===== config.mk =====
export PLATFORM = sky130hd
export DESIGN_NAME = pipe_stall_ctrl
export DESIGN_NICKNAME = d
export VERILOG_FILES = /design/src/rtl/pipe_stall_ctrl.sv
export SDC_FILE = /design/constraint.sdc
export NUM_CORES = 1
export LEC_CHECK = 0
export BUFFER_PORTS_ARGS = -buffer_cell sky130_fd_sc_hd__buf_2
export CORE_ASPECT_RATIO = 1.4
export CORE_UTILIZATION = 30
export DETAILED_ROUTE_END_ITERATION = 12
export SYNTH_ARGS = -nofsm -noshare
export SYNTH_HDL_FRONTEND = slang
export SYNTH_SLANG_ARGS = --single-unit

===== constraint.sdc =====
create_clock -name clk -period 2.9 [get_ports clk]
set_input_delay 0.435 -clock clk [delete_from_list [all_inputs] [get_ports clk]]
set_output_delay 0.435 -clock clk [all_outputs]
set_load 0.02 [all_outputs]

===== src/rtl/pipe_stall_ctrl.sv =====
// Stall controller for the 5-stage core: load-use hazard detection,
// multi-cycle EX sequencing and a saturating stall-cycle counter.
module pipe_stall_ctrl #(
    parameter int CNT_W  = 6,
    parameter int STAT_W = 32
) (
    input  logic              clk,
    input  logic              rst,
    input  logic              flush_i,
    input  logic              id_reg1_read_i,
    input  logic [4:0]        id_reg1_addr_i,
    input  logic              id_reg2_read_i,
    input  logic [4:0]        id_reg2_addr_i,
    input  logic              ex_is_load_i,
    input  logic              ex_wreg_i,
    input  logic [4:0]        ex_wd_i,
    input  logic              ex_mc_req_i,
    input  logic [CNT_W-1:0]  ex_mc_len_i,
    output logic [5:0]        stall_o,
    output logic              ex_mc_done_o,
    output logic              busy_o,
    output logic [STAT_W-1:0] stall_cnt_o
);

    typedef enum logic {
        IDLE = 1'b0,
        BUSY = 1'b1
    } state_t;

    localparam logic [5:0] STALL_EX = 6'b001111;
    localparam logic [5:0] STALL_LU = 6'b000111;

    state_t              state_q, state_d;
    logic [CNT_W-1:0]    cnt_q, cnt_d;
    logic [STAT_W-1:0]   stat_q, stat_d;
    logic                ld_haz;
    logic                rs1_hit;
    logic                rs2_hit;
    logic [5:0]          stall;
    logic                done;

    assign rs1_hit = id_reg1_read_i && (id_reg1_addr_i == ex_wd_i);
    assign rs2_hit = id_reg2_read_i && (id_reg2_addr_i == ex_wd_i);
    assign ld_haz  = ex_is_load_i && ex_wreg_i && (ex_wd_i != 5'd0)
                     && (rs1_hit || rs2_hit);

    always_comb begin
        state_d = state_q;
        cnt_d   = cnt_q;
        stall   = 6'b0;
        done    = 1'b0;
        if (flush_i) begin
            state_d = IDLE;
            cnt_d   = '0;
        end else begin
            unique case (state_q)
                IDLE: begin
                    if (ex_mc_req_i && (ex_mc_len_i != '0)) begin
                        stall   = STALL_EX;
                        cnt_d   = ex_mc_len_i - CNT_W'(1);
                        state_d = BUSY;
                    end else begin
                        done  = ex_mc_req_i;
                        stall = ld_haz ? STALL_LU : 6'b0;
                    end
                end
                BUSY: begin
                    if (cnt_q != '0) begin
                        stall = STALL_EX;
                        cnt_d = cnt_q - CNT_W'(1);
                    end else begin
                        // request is still the finishing op; ignore it here
                        done    = 1'b1;
                        stall   = ld_haz ? STALL_LU : 6'b0;
                        state_d = IDLE;
                    end
                end
                default: state_d = IDLE;
            endcase
        end
    end

    always_comb begin
        stat_d = stat_q;
        if ((stall != 6'b0) && !(&stat_q)) begin
            stat_d = stat_q + STAT_W'(1);
        end
    end

    always_ff @(posedge clk or negedge rst) begin
        if (!rst) begin
            state_q <= IDLE;
            cnt_q   <= '0;
            stat_q  <= '0;
        end else begin
            state_q <= state_d;
            cnt_q   <= cnt_d;
            stat_q  <= stat_d;
        end
    end

    // outputs are forced quiet while reset is held
    assign stall_o      = rst ? stall : 6'b0;
    assign ex_mc_done_o = rst & done;
    assign busy_o       = rst & (state_q == BUSY);
    assign stall_cnt_o  = stat_q;

endmodule


==> metrics.yaml <==
wl_met2_mm: 2.91
fin_util_pct: 37.9
ys_types: 46
tightest_slew_ns: 0.504
status: "completed"
multi_input_area_sq_um: 1250
crit_family: "simple AND/OR/NAND/NOR gates"
ir_drop_mv: 0.340
clock.fmax_ghz: 0.374
drtIter0Drc: 39
place.port_buffers: 66
cts_root_buffer: "clkbuf_8"
r2r_cells: 7
hold_viol: 0
ff2ff_setup_slack_ns: 0.57
slowest_delay_ns: 0.58
drc_errors: 0
track_usage_pct: 14.5
die_h_um: 107
top_layer_used: "met4"
start_util_pct: 31.6
finClkSkew_ns: 0.00621
cap_violations: 0
grt.overflow.total: 0
io_pins: 69
r2r-end: "stall_cnt_o[1]$_DFFE_PN0P_"
netlist_instances: 246
cts_tree: "yes"
ys_seq_elements: 39
nets: 345
crit_path_start: "cnt_q[4]$_DFFE_PN0P_"
gp_congestion: 0.827
dr_wl_met3_um: 280
cts_resized: 0
avgSynthCellArea_sq_um: 9.58
synth_edf_count: 0
wl_met1_mm: 2.29
drive_gt1_share_pct: 29.8
cp_max_fo: 6
cts_sinks: 39
cts_max_path_buffers: 2
h-tree-depth: 2
dr_total_vias: 2000
cp-end-kind: "output port"
cpMostUsedCell: "and2_1"
n_fill_cell: 776
grt_max_degree: 28
synth-main-ff-cell: "dfrtp_1"
period_minus_slack_ns: 2.68
syn_area_sq_um: 2360
clk_pin_slew_ns: 0.08
cp_slowest_cell: "or4_1"
n_antenna_cell: 0
yosys_warnings: 0
slew_headroom_pct: 66.0
postCtsHoldBufs: 0
seq_area_frac_synth_pct: 41.4
cts_setup_buffers: 0
drtAntennaViolNets: 0
grt_pass1_vias: 1982
fin_tns_setup_ns: 0
power.density_nw_per_um2: 494
first_pass_iters: 4
critPathLaunchType: "flip-flop"
post_drt_wl_per_cell_um: 13.6
cp_cell_sequence: "or4_1, o21ai_0, and2_1, o22ai_1, and2_1, buf_2"
fin_crit_sh_pct: 92.3
slew_violations: 0
worst-path-buf-inv: 1
areaGrowthSynthToFinish_pct: 19.9
rsz0062_at_grt: "false"
worst_ep_required_time_ns: 2.47
clk_latency_ns: 0.29
rows: 37
p_leak_nw: 1.42
numCtsBuffers: 5
timing.rr.start: "stall_cnt_o[0]$_DFFE_PN0P_"
crit_arrival_ns: 2.24
hold_path.class: "input pin to asynchronous set/reset pin"
finalSetupViolations: 0
place_hpwl_mm: 4.34
cp.depth: 6
regArea_sq_um: 976
power_w: 0.00139
vias_per_cell: 4.85
worstSetupPathType: "flip-flop to output port"
antenna_found_initial: 0
die_w_um: 76.9
core_area_sq_um: 7450
finalWirelength_mm: 5.59
worst_hold_slack_ns: 0.0750
die-area_sq_um: 8220
grt_pass1_wl_mm: 9.42
async_flop_share_pct: 100
[synthesized netlist by cell type, types with 2 or more instances]
cell,instances,area share (%)
o21ai_0,4,0.85
xor2_1,33,12
buf_6,2,0.96
nor3_2,2,0.85
buf_4,4,1.3
xnor2_1,9,3.3
ha_1,2,1.1
inv_1,10,1.6
nor4b_1,3,1.1
mux2i_1,5,2.1
o22ai_1,2,0.53
buf_2,2,0.42
and4_2,2,0.85
nor3_1,12,2.5
or4_1,3,0.96
nor2b_1,4,1.1
nand2_1,22,3.5
or2_2,3,0.80
and2_1,6,1.6
nor4_1,8,2.1
nand4_1,5,1.3
o2111ai_1,2,0.74
nand3_1,10,2.1
a21oi_1,11,2.3
and3_2,4,1.3
dfrtp_1,39,41
nor2_1,18,2.9
[routing by layer]
| layer | vias up | global-route usage, % |
|---|---|---|
| met3 | 11 | 3.23 |
| met5 | - | 0 |
| met2 | 54 | 26.6 |
| met4 | 0 | 5.22 |
| met1 | 950 | 16.2 |
| li1 | 985 | - |
[power breakdown]
group | switching (W) | internal, W | total (W)
clock | 0.000188 | 0.000169 | 0.000357
combinational | 0.000213 | 0.000156 | 0.000369
sequential | 0.0000705 | 0.000597 | 0.000667
total | 0.000472 | 0.000922 | 0.00139
[sequential cells by signal (all words and copies together), names as in the netlist]
signal / cells
state_q: 1
cnt_q: 6
stall_cnt_o: 32
[how the worst max path moves through the flow]
stage / endpoint / slack (ns)
5_1_grt: stall_o[0] / 0.05
4_1_cts: stall_o[1] / 0.20
3_5_place_dp: stall_o[0] / 0.38
3_3_place_gp: stall_o[1] / 0.39
6_report: stall_o[1] / 0.22
2_1_floorplan: stall_o[1] / 0.55
[cell families (layout without fill, tap and decap cells)]
family / Yosys count / count (layout) / share of synthesized area, %
AND/OR/NAND/NOR: 109 / 109 / 25.4
XOR/XNOR: 42 / 42 / 15.6
flip-flops: 39 / 39 / 41.4
AO/OA/AOI/OAI: 27 / 27 / 7.81
buffers and inverters: 20 / 88 / 5.79
multiplexers: 6 / 6 / 2.76
adder cells (fa/ha/maj): 2 / 2 / 1.06
other: 1 / 2 / 0.159
[worst register-to-register path: stages (launching register included)]
cell	delay, ns
dfrtp_1	0.43
ha_1	0.24
nand4_1	0.12
nor4_1	0.40
a31o_2	0.26
a2bb2oi_4	0.13
buf_4	0.32
mux2_4	0.34
[through the flow]
stage	cells	worst slack [ns]	instance area, sq um
3_3_place_gp	404	0.387	2740
4_1_cts	412	0.197	2820
2_1_floorplan	247	0.549	2360
3_5_place_dp	404	0.385	2740
6_report	412	0.225	2820
5_1_grt	412	0.0545	2820
[final cells by class]
type                    instances  share of cell area (%)
multi-input cells             188                    44.2
flip-flops and latches         39                    34.6
repair buffers                 70                    12.8
well taps                      97                    4.30
clock buffers                   7                    2.70
inverters                      10                    1.33
clock inverters                 1                   0.177
[cells in the final DEF (no fill, tap or decap), drive strengths merged, types with 3 or more instances in the layout]
| cell | n |
|---|---|
| o21ai | 5 |
| inv | 10 |
| dfrtp | 39 |
| clkbuf | 7 |
| a21oi | 11 |
| nand2 | 22 |
| nor2 | 18 |
| nor2b | 4 |
| buf | 70 |
| nor4 | 8 |
| xnor2 | 9 |
| and4 | 3 |
| or2 | 3 |
| xor2 | 33 |
| nand3 | 10 |
| or4 | 3 |
| nor4b | 3 |
| mux2i | 5 |
| and2 | 7 |
| nand4 | 5 |
| and3 | 4 |
| nor3 | 14 |
Note: power is estimated with default switching activity, not from simulation.
